File: src/rtl/battle_pkg.sv
// ============================================================================
// Module      : battle_pkg
// Description : Shared types and constants for the battle turn scheduler:
//               FSM state encoding, trainer identifiers, default widths.
// Revision    : 1.0 - initial release
// ============================================================================
`default_nettype none

package battle_pkg;

    // Default datapath widths
    localparam int HP_W_DEFAULT   = 8;
    localparam int SPD_W_DEFAULT  = 8;
    localparam int TURN_W_DEFAULT = 8;

    // Trainer identifiers as used on calc_active_trainer / calc_target
    localparam logic TRAINER_P  = 1'b0;
    localparam logic TRAINER_AI = 1'b1;

    // Turn sequencing states
    typedef enum logic [3:0] {
        S_IDLE       = 4'd0,
        S_WAIT_MOVES = 4'd1,
        S_ORDER      = 4'd2,
        S_CALC1      = 4'd3,
        S_APPLY1     = 4'd4,
        S_CALC2      = 4'd5,
        S_APPLY2     = 4'd6,
        S_VICTORY    = 4'd7,
        S_LOSS       = 4'd8
    } state_t;

endpackage

`default_nettype wire

File: src/rtl/battle_turn_scheduler_hp_sat_sub.sv
// ============================================================================
// Module      : hp_sat_sub
// Description : Combinational saturating subtract, HP minus damage, floored
//               at zero so a large hit can never wrap HP around.
// Revision    : 1.0 - initial release
// ============================================================================
`default_nettype none

module hp_sat_sub #(
    parameter int HP_W = 8
) (
    input  logic [HP_W-1:0] hp_i,
    input  logic [HP_W-1:0] dmg_i,
    output logic [HP_W-1:0] res_o
);

    assign res_o = (hp_i > dmg_i) ? (hp_i - dmg_i) : '0;

endmodule

`default_nettype wire

File: src/rtl/battle_turn_scheduler.sv
// ============================================================================
// Module      : battle_turn_scheduler
// Description : Sequences one battle turn: orders attackers by speed (with an
//               alternating tie-break), shares the damage unit through a
//               start/done handshake, applies saturating damage to the HP
//               registers and declares victory or loss.
// Revision    : 1.0 - initial release
// ============================================================================
`default_nettype none

module battle_turn_scheduler
    import battle_pkg::*;
#(
    parameter int HP_W   = HP_W_DEFAULT,
    parameter int SPD_W  = SPD_W_DEFAULT,
    parameter int TURN_W = TURN_W_DEFAULT
) (
    input  logic              clk,
    input  logic              reset_n,
    input  logic              load_hp,
    input  logic [HP_W-1:0]   p_hp_init,
    input  logic [HP_W-1:0]   ai_hp_init,
    input  logic              go,
    input  logic              p_move_valid,
    input  logic              ai_move_valid,
    input  logic [SPD_W-1:0]  p_speed,
    input  logic [SPD_W-1:0]  ai_speed,
    output logic              calc_start,
    output logic              calc_active_trainer,
    output logic              calc_target,
    input  logic              calc_done,
    input  logic [HP_W-1:0]   dmg_in,
    output logic [HP_W-1:0]   p_hp,
    output logic [HP_W-1:0]   ai_hp,
    output logic              busy,
    output logic              victory,
    output logic              loss,
    output logic [TURN_W-1:0] turn_count
);

    state_t            state_q;
    logic [HP_W-1:0]   p_hp_q;
    logic [HP_W-1:0]   ai_hp_q;
    logic [HP_W-1:0]   dmg_q;
    logic              tie_bit_q;
    logic              first_q;
    logic              calc_start_q;
    logic              active_q;
    logic              target_q;
    logic              busy_q;
    logic              victory_q;
    logic              loss_q;
    logic [TURN_W-1:0] turn_q;

    logic [HP_W-1:0]   p_sub_d;
    logic [HP_W-1:0]   ai_sub_d;
    logic [HP_W-1:0]   p_hp_d;
    logic [HP_W-1:0]   ai_hp_d;
    logic              first_d;

    // One subtractor per HP register; both always see the captured damage
    hp_sat_sub #(.HP_W(HP_W)) u_p_sub (
        .hp_i  (p_hp_q),
        .dmg_i (dmg_q),
        .res_o (p_sub_d)
    );

    hp_sat_sub #(.HP_W(HP_W)) u_ai_sub (
        .hp_i  (ai_hp_q),
        .dmg_i (dmg_q),
        .res_o (ai_sub_d)
    );

    // Post-apply HP values and speed-based attack order
    always_comb begin
        p_hp_d  = (target_q == TRAINER_P)  ? p_sub_d  : p_hp_q;
        ai_hp_d = (target_q == TRAINER_AI) ? ai_sub_d : ai_hp_q;
        if (p_speed > ai_speed) begin
            first_d = TRAINER_P;
        end else if (ai_speed > p_speed) begin
            first_d = TRAINER_AI;
        end else begin
            first_d = tie_bit_q;
        end
    end

    // Turn FSM with all outputs registered
    always_ff @(posedge clk or negedge reset_n) begin
        if (!reset_n) begin
            state_q      <= S_IDLE;
            p_hp_q       <= '0;
            ai_hp_q      <= '0;
            dmg_q        <= '0;
            tie_bit_q    <= 1'b0;
            first_q      <= TRAINER_P;
            calc_start_q <= 1'b0;
            active_q     <= 1'b0;
            target_q     <= 1'b0;
            busy_q       <= 1'b0;
            victory_q    <= 1'b0;
            loss_q       <= 1'b0;
            turn_q       <= '0;
        end else begin
            calc_start_q <= 1'b0;
            case (state_q)
                S_IDLE: begin
                    if (load_hp) begin
                        p_hp_q  <= p_hp_init;
                        ai_hp_q <= ai_hp_init;
                        turn_q  <= '0;
                    end else if (go && (p_hp_q != '0) && (ai_hp_q != '0)) begin
                        state_q <= S_WAIT_MOVES;
                        busy_q  <= 1'b1;
                    end
                end
                S_WAIT_MOVES: begin
                    if (p_move_valid && ai_move_valid) begin
                        state_q <= S_ORDER;
                    end
                end
                S_ORDER: begin
                    first_q      <= first_d;
                    active_q     <= first_d;
                    target_q     <= ~first_d;
                    calc_start_q <= 1'b1;
                    state_q      <= S_CALC1;
                    if (p_speed == ai_speed) begin
                        tie_bit_q <= ~tie_bit_q;
                    end
                end
                S_CALC1, S_CALC2: begin
                    if (calc_done) begin
                        dmg_q   <= dmg_in;
                        state_q <= (state_q == S_CALC1) ? S_APPLY1 : S_APPLY2;
                    end
                end
                S_APPLY1, S_APPLY2: begin
                    p_hp_q  <= p_hp_d;
                    ai_hp_q <= ai_hp_d;
                    // A KO ends the turn at once, so a fainted Pokemon never attacks
                    if (ai_hp_d == '0) begin
                        state_q   <= S_VICTORY;
                        busy_q    <= 1'b0;
                        victory_q <= 1'b1;
                    end else if (p_hp_d == '0) begin
                        state_q <= S_LOSS;
                        busy_q  <= 1'b0;
                        loss_q  <= 1'b1;
                    end else if (state_q == S_APPLY1) begin
                        state_q      <= S_CALC2;
                        calc_start_q <= 1'b1;
                        active_q     <= ~first_q;
                        target_q     <= first_q;
                    end else begin
                        state_q <= S_IDLE;
                        busy_q  <= 1'b0;
                        if (turn_q != '1) begin
                            turn_q <= turn_q + {{(TURN_W-1){1'b0}}, 1'b1};
                        end
                    end
                end
                S_VICTORY, S_LOSS: begin
                    if (load_hp) begin
                        p_hp_q    <= p_hp_init;
                        ai_hp_q   <= ai_hp_init;
                        turn_q    <= '0;
                        victory_q <= 1'b0;
                        loss_q    <= 1'b0;
                        state_q   <= S_IDLE;
                    end
                end
                default: begin
                    state_q <= S_IDLE;
                    busy_q  <= 1'b0;
                end
            endcase
        end
    end

    assign calc_start          = calc_start_q;
    assign calc_active_trainer = active_q;
    assign calc_target         = target_q;
    assign p_hp                = p_hp_q;
    assign ai_hp               = ai_hp_q;
    assign busy                = busy_q;
    assign victory             = victory_q;
    assign loss                = loss_q;
    assign turn_count          = turn_q;

endmodule

`default_nettype wire

File: config.mk
export PLATFORM = sky130hd
export DESIGN_NAME = battle_turn_scheduler
export DESIGN_NICKNAME = d
export VERILOG_FILES = /design/src/rtl/battle_pkg.sv /design/src/rtl/battle_turn_scheduler_hp_sat_sub.sv /design/src/rtl/battle_turn_scheduler.sv
export SDC_FILE = /design/constraint.sdc
export NUM_CORES = 1
export LEC_CHECK = 0
export ABC_CLOCK_PERIOD_IN_PS = 3750
export BUFFER_PORTS_ARGS = -buffer_cell sky130_fd_sc_hd__clkbuf_2
export CORE_MARGIN = 4
export CORE_UTILIZATION = 50
export CTS_CLUSTER_DIAMETER = 120
export DETAILED_ROUTE_END_ITERATION = 12
export PLACE_DENSITY = 0.77
export SLEW_MARGIN = 30
export SYNTH_ARGS = -nofsm -noshare
export SYNTH_HDL_FRONTEND = slang
export SYNTH_SLANG_ARGS = --single-unit
File: constraint.sdc
create_clock -name clk -period 3.75 [get_ports clk]
set_input_delay 0.1875 -clock clk [delete_from_list [all_inputs] [get_ports clk]]
set_output_delay 0.1875 -clock clk [all_outputs]
set_load 0.03 [all_outputs]
Word level (Yosys, flattened, before mapping):

Cells that the tools add are included.

* register bits: 44
* input bits: 47
* output and inout port bits: 30
* word-level logic and storage cells: 123

* $add $sub $neg: 3
* $lt $le $gt $ge: 4
* eq/ne operators: 24
* mux-type cells: 50
* bitwise operators: 4
* reductions and logical operators: 25

Operator list (count)
* 2-to-1 mux 8 bit: 11
* case mux 8 bit (2 select lines): 3
* greater-than comparator 8 bit: 4
* 2-to-1 mux 4 bit: 7
* inequality test 2 bit, second input constant: 12
* case mux 4 bit (6 select lines): 1
* 2-to-1 mux 1 bit: 20
* equality test 4 x 3 -> 1 bit, second input constant: 4
* logical NOT 8 bit: 2
* nonzero test 8 bit: 2
* subtractor 8 bit: 2
* AND reduction 4 bit: 3
* case mux 1 bit (2 select lines): 5
* adder 8 x 1 -> 8 bit, second input constant: 1
* equality test 4 x 2 -> 1 bit, second input constant: 2
* equality test 8 bit: 1
* inequality test 8 bit, second input constant: 1
* AND reduction 2 bit: 3
* AND reduction 6 bit: 1
* nonzero test 2 bit: 3
* OR reduction 2 bit: 3
* OR reduction 6 bit: 1
* AND reduction 5 bit: 1
* equality test 4 x 1 -> 1 bit, second input constant: 1
* other kinds (11): 16

Longest topological paths before layout:

Gate-level depths: netlist (run 1).

* word-level depth: 7
* gate-level depth with buffers: 11
* depth with buffers taken out: 11

Modules after synthesis:

A second synthesis (run 1) with hierarchy kept.

* cells, all modules: 390
* area total of the unflattened synthesis: 3288.2 sq um

By module, submodules not included
* battle_turn_scheduler: instances 1, cells each 270, area an instance 2487.4 sq um, sequential area each 1101.1 sq um
* hp_sat_sub: instances 2, cells each 60, area an instance 400.4 sq um, sequential area each 0.0 sq um

Worst setup path after synthesis (run 1):

No wires, ideal clock.

* path kind: reg-to-reg
* start: reg ai_hp_q[0] (netlist: ai_hp[0])
* end: reg turn_q[0] (netlist: turn_count[0])
* setup time: 0.125 ns
* data arrival time: 3.080 ns
* data required time: 3.625 ns
* path slack: 0.545 ns
* stages on the path, launching flop included: 12
* path buffers: 0
* cell sequence: dfrtp_1 > inv_1 > ha_1 > fa_1 > and2b_1 > o31a_1 > a21oi_1 > or4_4 > o32ai_4 > nor3_4 > and2_4 > mux2_2

* longest elaborated chain between the ends: 6

RTL lines
* start, declared: line battle_turn_scheduler.sv:43 `logic [HP_W-1:0] ai_hp_q;`
* start signal, assigned: line battle_turn_scheduler.sv:109 `ai_hp_q <= ai_hp_init;`
* start signal, assigned: line battle_turn_scheduler.sv:139 `ai_hp_q <= ai_hp_d;`
* start signal, assigned: line battle_turn_scheduler.sv:165 `ai_hp_q <= ai_hp_init;`
* subtractor 8 bit or greater-than comparator 8 bit (tied branches): line battle_turn_scheduler_hp_sat_sub.sv:17 `assign res_o = (hp_i > dmg_i) ? (hp_i - dmg_i) : '0;`
* 2-to-1 mux 8 bit: line battle_turn_scheduler_hp_sat_sub.sv:17
* 2-to-1 mux 8 bit (*): line battle_turn_scheduler.sv:77 `ai_hp_d = (target_q == TRAINER_AI) ? ai_sub_d : ai_hp_q;`
* logical NOT 8 bit (*): line battle_turn_scheduler.sv:141 `if (ai_hp_d == '0) begin`
* inequality test 2 bit (no source line) (*)
* AND reduction 6 bit (no source line) (*)
* end signal, assigned: line battle_turn_scheduler.sv:158 `turn_q <= turn_q + {{(TURN_W-1){1'b0}}, 1'b1};`
* end, declared: line battle_turn_scheduler.sv:53 `logic [TURN_W-1:0] turn_q;`

Mark *: on every way between the ends. The rest lies on a longest branch, timed or not.
A chain may end at the register's enable or synchronous reset.

Worst setup path in the final report (run 1):

Same ends and word-level chain as after synthesis.

==> impl_metrics.tcl, run 1 <==
set metrics [dict create \
    endpoint_kind "flop" \
    status "completed" \
    setup.worst_path.class "reg -> reg" \
    yosysWarnings 0 \
    cts.clk_slew.worst_paths_ns 0.09 \
    muxShareOfSynthArea_pct 2.14 \
    dp_hpwl_um 6810 \
    first_pass_iters 5 \
    cp.required_ns 3.94 \
    synth_async_sr_flop_share_pct 100 \
    syn_area_per_cell_um2 8.60 \
    rsz0062_at_grt "no" \
    syn_to_final_growth_pct 17.2 \
    placed_cells 539 \
    power_density_mw_per_mm2 993 \
    fmax_mhz 307 \
    syn_nets 468 \
    grt_pass1_wl_um 15400 \
    start_util_pct 52.5 \
    synth.largest_area_cell "dfrtp_1" \
    port-buffer-count 76 \
    critPathLaunchType "flop" \
    syn_area_mm2 0.00339 \
    num_rows 29 \
    drv_cap 0 \
    synth_seq_cells 44 \
    gp_congestion 0.921 \
    core_area_mm2 0.00646 \
    worst_slew_pin_slew_ns 0.701 \
    layout-drive-gt1-share_pct 23.8 \
    antenna_found_initial 0 \
    cts_repair_resize_count 0 \
    grt_pass1_vias 3204 \
    nets 544 \
    synth_fa_ha_area_share_pct 10.4 \
    setup_tns_ns 0 \
    ys_seq_area_share_pct 32.5 \
    instances_no_fill 548 \
    path_max_fanout 10 \
    drt_wl_total_um 9020 \
    synth-compound-area-share_pct 25.1 \
    die_w_um 90.3 \
    crit_arrival_ns 3.44 \
    synth.distinct_cells 72 \
    ios 77 \
    synth_edf_count 0 \
    ctsHoldBuffers 1 \
    drt-wirelength-per-cell_um 16.5 \
    synth_cells 394 \
    yosys.area_share.simple_pct 22.4 \
    antenna_cells 0 \
    hold_viol 0 \
    clk_latency_ns 0.30 \
    dieArea_mm2 0.00816 \
    leakage_nw 1.92 \
    ant_nets 0 \
    fin_skew_ns 0.00523 \
    synth-xor-area-share_pct 2.33 \
    grt_max_degree 45 \
    drcViolationCount 0 \
    cts_sinks 44 \
    numCtsBuffers 5 \
    num_vias 3241 \
    setup_viol_count_final 0 \
    synth_ff_type "dfrtp_1" \
    die_h_um 90.3 \
    post_cts_buffers 0 \
    synth_top_family_by_area "compound AO/OA/AOI/OAI gates" \
    peakVddDrop_mv 0.407 \
    yosysMostFrequentCell "nand2_1" \
    grt.overflow.total 0 \
    synth_common_cells "50 x nand2_1, 44 x dfrtp_1, 35 x o21ai_0" \
    tritoncts "yes" \
    avgViaCountPerCell 5.91 \
    synth.area.top_cells "dfrtp_1 32%, ha_1 9.2%, nand2_1 5.5%, o21ai_0 5.2%, inv_1 3.3%" \
    slew_viol_final 0 \
    drtIter0Drc 159 \
    hold_path_class "in -> reg" \
    cts_buffer_depth 2 \
    slew_headroom_pct 52.9 \
    period_share_pct 86.8 \
    track_usage_pct 22.6 \
    synth_top_area_share_pct 32.5 \
    cts_root_buf "clkbuf_8" \
    finalCriticalPeriod_ns 3.26 \
    cts-htree-levels 2 \
]
final timing paths:
path,startpoint,to,slack (ns),depth (start not counted)
max in group asynchronous,reset_n,turn_count[1]$_DFFE_PN0P_,2.83,3
min in group asynchronous,reset_n,p_hp[6]$_DFFE_PN0P_,0.50,3
hold reg to reg,tie_bit_q$_DFFE_PN0P_,tie_bit_q$_DFFE_PN0P_,0.48,1
setup / recovery,ai_hp[0]$_DFFE_PN0P_,turn_count[0]$_DFFE_PN0P_,0.49,11
hold / removal,dmg_in[5],dmg_q[5]$_DFFE_PN0P_,0.1,3
setup reg to reg,ai_hp[0]$_DFFE_PN0P_,turn_count[0]$_DFFE_PN0P_,0.49,11
worst max-delay path: stages, from the launching register on:
cell and delay [ns]:
dfrtp_1 0.43, inv_1 0.07, ha_1 0.23, fa_1 0.40, and2b_1 0.23, o31a_1 0.16
a21oi_1 0.07, or4_4 0.49, o32ai_4 0.50, nor3_4 0.15, and2_4 0.17, mux2_2 0.25
kinds of logic (layout without fill, tap and decap cells):
group,count (synthesis),count (layout)
adders and majority gates,27,27
xor gates and xnor gates,9,9
and+or+nand+nor,143,143
AOI/OAI and AO/OA,122,122
muxes,7,7
DFF,44,44
buffers and inverters,42,119
cell usage in the layout, fill, tap and decap left out, types with 4 or more instances in the layout:
cell	Yosys	routed
nor2b_1	7	7
xnor2_1	5	5
a22o_1	9	9
clkbuf_8	1	7
buf_4	0	4
o21ai_0	35	35
clkbuf_2	0	76
ha_1	25	25
nand4_1	8	8
a21oi_1	17	17
dfrtp_1	44	44
nor3_1	10	10
o21a_1	7	7
mux2i_1	5	5
nand3_1	7	7
xor2_1	4	4
a211oi_1	6	6
nor2_1	23	23
inv_1	30	30
nand2_1	50	50
nor4_1	7	7
nand2b_1	7	7
registers in the layout, indices dropped and copies added, names as in the netlist:
signal	count
dmg_q	8
ai_hp	8
victory	1
first_q	1
calc_active_trainer	1
state_q	4
calc_target	1
turn_count	8
loss	1
busy	1
p_hp	8
tie_bit_q	1
calc_start	1
stage by stage:
step	hold WS [ns]	power (mW)	util [%]	setup slack, ns	cell area (um^2)
3_3_place_gp	0.310	3.46	59.4	0.577	3830
2_1_floorplan	-0.108	2.87	-	0.545	3390
6_report	0.100	3.94	61.5	0.494	3970
3_5_place_dp	0.316	3.51	59.4	0.503	3830
5_1_grt	0.101	4.30	61.5	0.329	3970
4_1_cts	0.0799	3.93	61.5	0.493	3970
power by group:
part | total (mW) | switching [mW] | internal, mW | leakage, nW
clock network | 0.405 | 0.170 | 0.235 | 0.0645
logic | 2.65 | 1.63 | 1.01 | 1.28
registers | 0.890 | 0.233 | 0.658 | 0.567
total | 3.94 | 2.04 | 1.91 | 1.92
routing by layer:
metal	global-route usage [%]	routed length, um	up-vias
met5	0	0	-
met4	5.87	88	0
met1	29.5	4010	1522
li1	-	-	1602
met2	38.1	4340	105
met3	4.83	572	12
area by class of cell:
type / instances / area, um^2
tap: 77 / 96.3
inverter: 30 / 113
multi-input combinational: 308 / 2110
timing repair buffer: 81 / 420
clock buffer: 7 / 96.3
fill: 585 / 2490
clock inverter: 1 / 30.0
sequential: 44 / 1100
(Power assumes the default switching activity.)
==> run 2, diff against run 1 <==
--- a/config.mk
+++ b/config.mk
@@ -7,11 +7,14 @@
 export LEC_CHECK = 0
 export ABC_CLOCK_PERIOD_IN_PS = 3750
 export BUFFER_PORTS_ARGS = -buffer_cell sky130_fd_sc_hd__clkbuf_2
+export CORE_ASPECT_RATIO = 1.2
 export CORE_MARGIN = 4
 export CORE_UTILIZATION = 50
+export CTS_BUF_LIST = sky130_fd_sc_hd__clkbuf_16
 export CTS_CLUSTER_DIAMETER = 120
 export DETAILED_ROUTE_END_ITERATION = 12
 export PLACE_DENSITY = 0.77
+export REMOVE_ABC_BUFFERS = 1
 export SLEW_MARGIN = 30
 export SYNTH_ARGS = -nofsm -noshare
 export SYNTH_HDL_FRONTEND = slang
==> impl_metrics.tcl, run 2 (synthesis gave the netlist of run 1 again) <==
set metrics [dict create \
    drv_cap 0 \
    mostFrequentLayoutCell "clkbuf_2" \
    slew_viol_final 0 \
    tritoncts "yes" \
    cts_root_buf "clkbuf_16" \
    pwr-share-comb_pct 66.9 \
    final_cell_mix "76 x clkbuf_2, 50 x nand2_1, 44 x dfrtp_1, 35 x o21ai_0, 32 x inv_1" \
    violations "negative hold slack" \
    intPower_mw 1.91 \
    endpoint_kind "flop" \
    antenna_cells 0 \
    setup_viol_count_final 0 \
    met3_usage_pct 3.88 \
    p_sw_mw 2.04 \
    timing.hold.ws_ns -0.0232 \
    syn_to_final_growth_pct 17.5 \
    cp_top_family "simple AND/OR/NAND/NOR gates" \
    worst_slew_pin_slew_ns 0.717 \
    power_density_mw_per_mm2 993 \
    setup.worst_path.class "reg -> reg" \
    grt.busiest_layer "met2" \
    placed_cells 547 \
    ant_nets 0 \
    post_cts_buffers 0 \
    dp_hpwl_um 6770 \
    dieArea_mm2 0.00816 \
    cts.clk_slew.worst_paths_ns 0.06 \
    leakage_nw 1.92 \
    numCtsBuffers 5 \
    num_vias 3273 \
    die_h_um 98.2 \
    path_buf_inv 1 \
    critPathLaunchType "flop" \
    setup_tns_ns 0 \
    p_seq_share_pct 22.5 \
    die_w_um 83.1 \
    grt.overflow.total 0 \
    antenna_found_initial 0 \
    grt_pass1_vias 3111 \
    core_area_mm2 0.00653 \
    status "complete, but fails checks" \
    cpPeakStageDelay_ns 0.50 \
    grt_util_met1_pct 28.6 \
    peakVddDrop_mv 0.525 \
    cts-htree-levels 2 \
    multi_input_area_mm2 0.00211 \
    clk_latency_ns 0.29 \
    layout-drive-gt1-share_pct 23.2 \
    slew_headroom_pct 51.9 \
    grt_max_degree 45 \
    use_met2_pct 37.8 \
    fmax_mhz 303 \
    path_max_fanout 10 \
    port-buffer-count 76 \
    grt_pass1_wl_um 15000 \
    crit_arrival_ns 3.47 \
    final-seq-area_mm2 0.00110 \
    nets 543 \
    finalCriticalPeriod_ns 3.30 \
    first_pass_iters 5 \
    drtIter0Drc 282 \
    cts_sinks 44 \
    avgViaCountPerCell 5.90 \
    slowest_stage "or4_4" \
    cp.required_ns 3.92 \
    hold_viol 43 \
    cts_buffer_depth 2 \
    drt_wl_total_um 8880 \
    cts_repair_resize_count 0 \
    fin_skew_ns 0.00497 \
    crit_path_cell_trace "inv_1, ha_1, fa_1, and2b_1, o31a_1, a21oi_1, or4_4, o32ai_4, nor3_4, and2_4, mux2_2" \
    track_usage_pct 22.1 \
    hold_path_class "in -> async" \
    netSwitchingFraction_pct 51.6 \
    clockPowerShare_pct 10.6 \
    gp_congestion 0.924 \
    ios 77 \
    ctsHoldBuffers 0 \
    nFillCells 593 \
    instances_no_fill 555 \
    drt-wirelength-per-cell_um 16.0 \
    drcViolationCount 0 \
    rsz0062_at_grt "no" \
    num_rows 32 \
    start_util_pct 51.9 \
    period_share_pct 88.1 \
]
==> run 2: area by class of cell <==
cell class | instances | share of cell area (%)
multi-input cells | 308 | 53.1
repair buffers | 80 | 10.3
flip-flops and latches | 44 | 27.7
inverters | 30 | 2.83
clock inverters | 3 | 0.283
clock buffers | 5 | 3.14
well taps | 85 | 2.67
==> run 2: layer usage <==
layer | wire length (um) | up-vias | part of all wire, %
li1 | - | 1606 | -
met1 | 3790 | 1532 | 43
met2 | 4380 | 118 | 49
met3 | 545 | 17 | 6.1
met4 | 158 | 0 | 1.8
met5 | 0 | - | 0
==> run 2: worst reg2reg max path, stage by stage (launching register included) <==
cell     delay [ns]
dfrtp_1        0.43
inv_1          0.07
ha_1           0.24
fa_1           0.42
and2b_1        0.23
o31a_1         0.17
a21oi_1        0.08
or4_4          0.50
o32ai_4        0.49
nor3_4         0.15
and2_4         0.17
mux2_2         0.25
==> run 2: power by group through the flow <==
| stage | registers, mW | logic [mW] | clock network (mW) |
|---|---|---|---|
| CTS | 0.888 | 2.62 | 0.428 |
| detailed placement | 0.897 | 2.61 | 0 |
| global route | 0.924 | 2.90 | 0.450 |
| floorplan | 1.06 | 1.77 | 0 |
| finish | 0.891 | 2.64 | 0.417 |
| global placement | 0.887 | 2.56 | 0 |
==> run 2: stage by stage <==
| step | setup slack, ns | power [mW] | utilization (%) | hold WS [ns] | cell area [um^2] |
|---|---|---|---|---|---|
| final | 0.446 | 3.95 | 61.0 | -0.0232 | 3980 |
| after CTS | 0.460 | 3.94 | 61.0 | 0.00469 | 3980 |
| after floorplan | 0.545 | 2.83 | - | -0.108 | 3330 |
| after global placement | 0.596 | 3.44 | 58.9 | 0.307 | 3840 |
| after detailed placement | 0.466 | 3.51 | 58.9 | 0.313 | 3840 |
| after global routing | 0.318 | 4.28 | 61.0 | 0.0314 | 3980 |
==> run 2: final timing paths <==
path	to	cells past startpoint	from	slack, ns
max in group asynchronous	busy$_DFFE_PN0P_	2	reset_n	3.38
worst max register to register	turn_count[0]$_DFFE_PN0P_	11	ai_hp[0]$_DFFE_PN0P_	0.45
worst max-delay path	turn_count[0]$_DFFE_PN0P_	11	ai_hp[0]$_DFFE_PN0P_	0.45
worst min-delay path	ai_hp[6]$_DFFE_PN0P_	2	reset_n	-0.02
min in group clk	dmg_q[4]$_DFFE_PN0P_	3	dmg_in[4]	0.11
worst min register to register	tie_bit_q$_DFFE_PN0P_	1	tie_bit_q$_DFFE_PN0P_	0.47
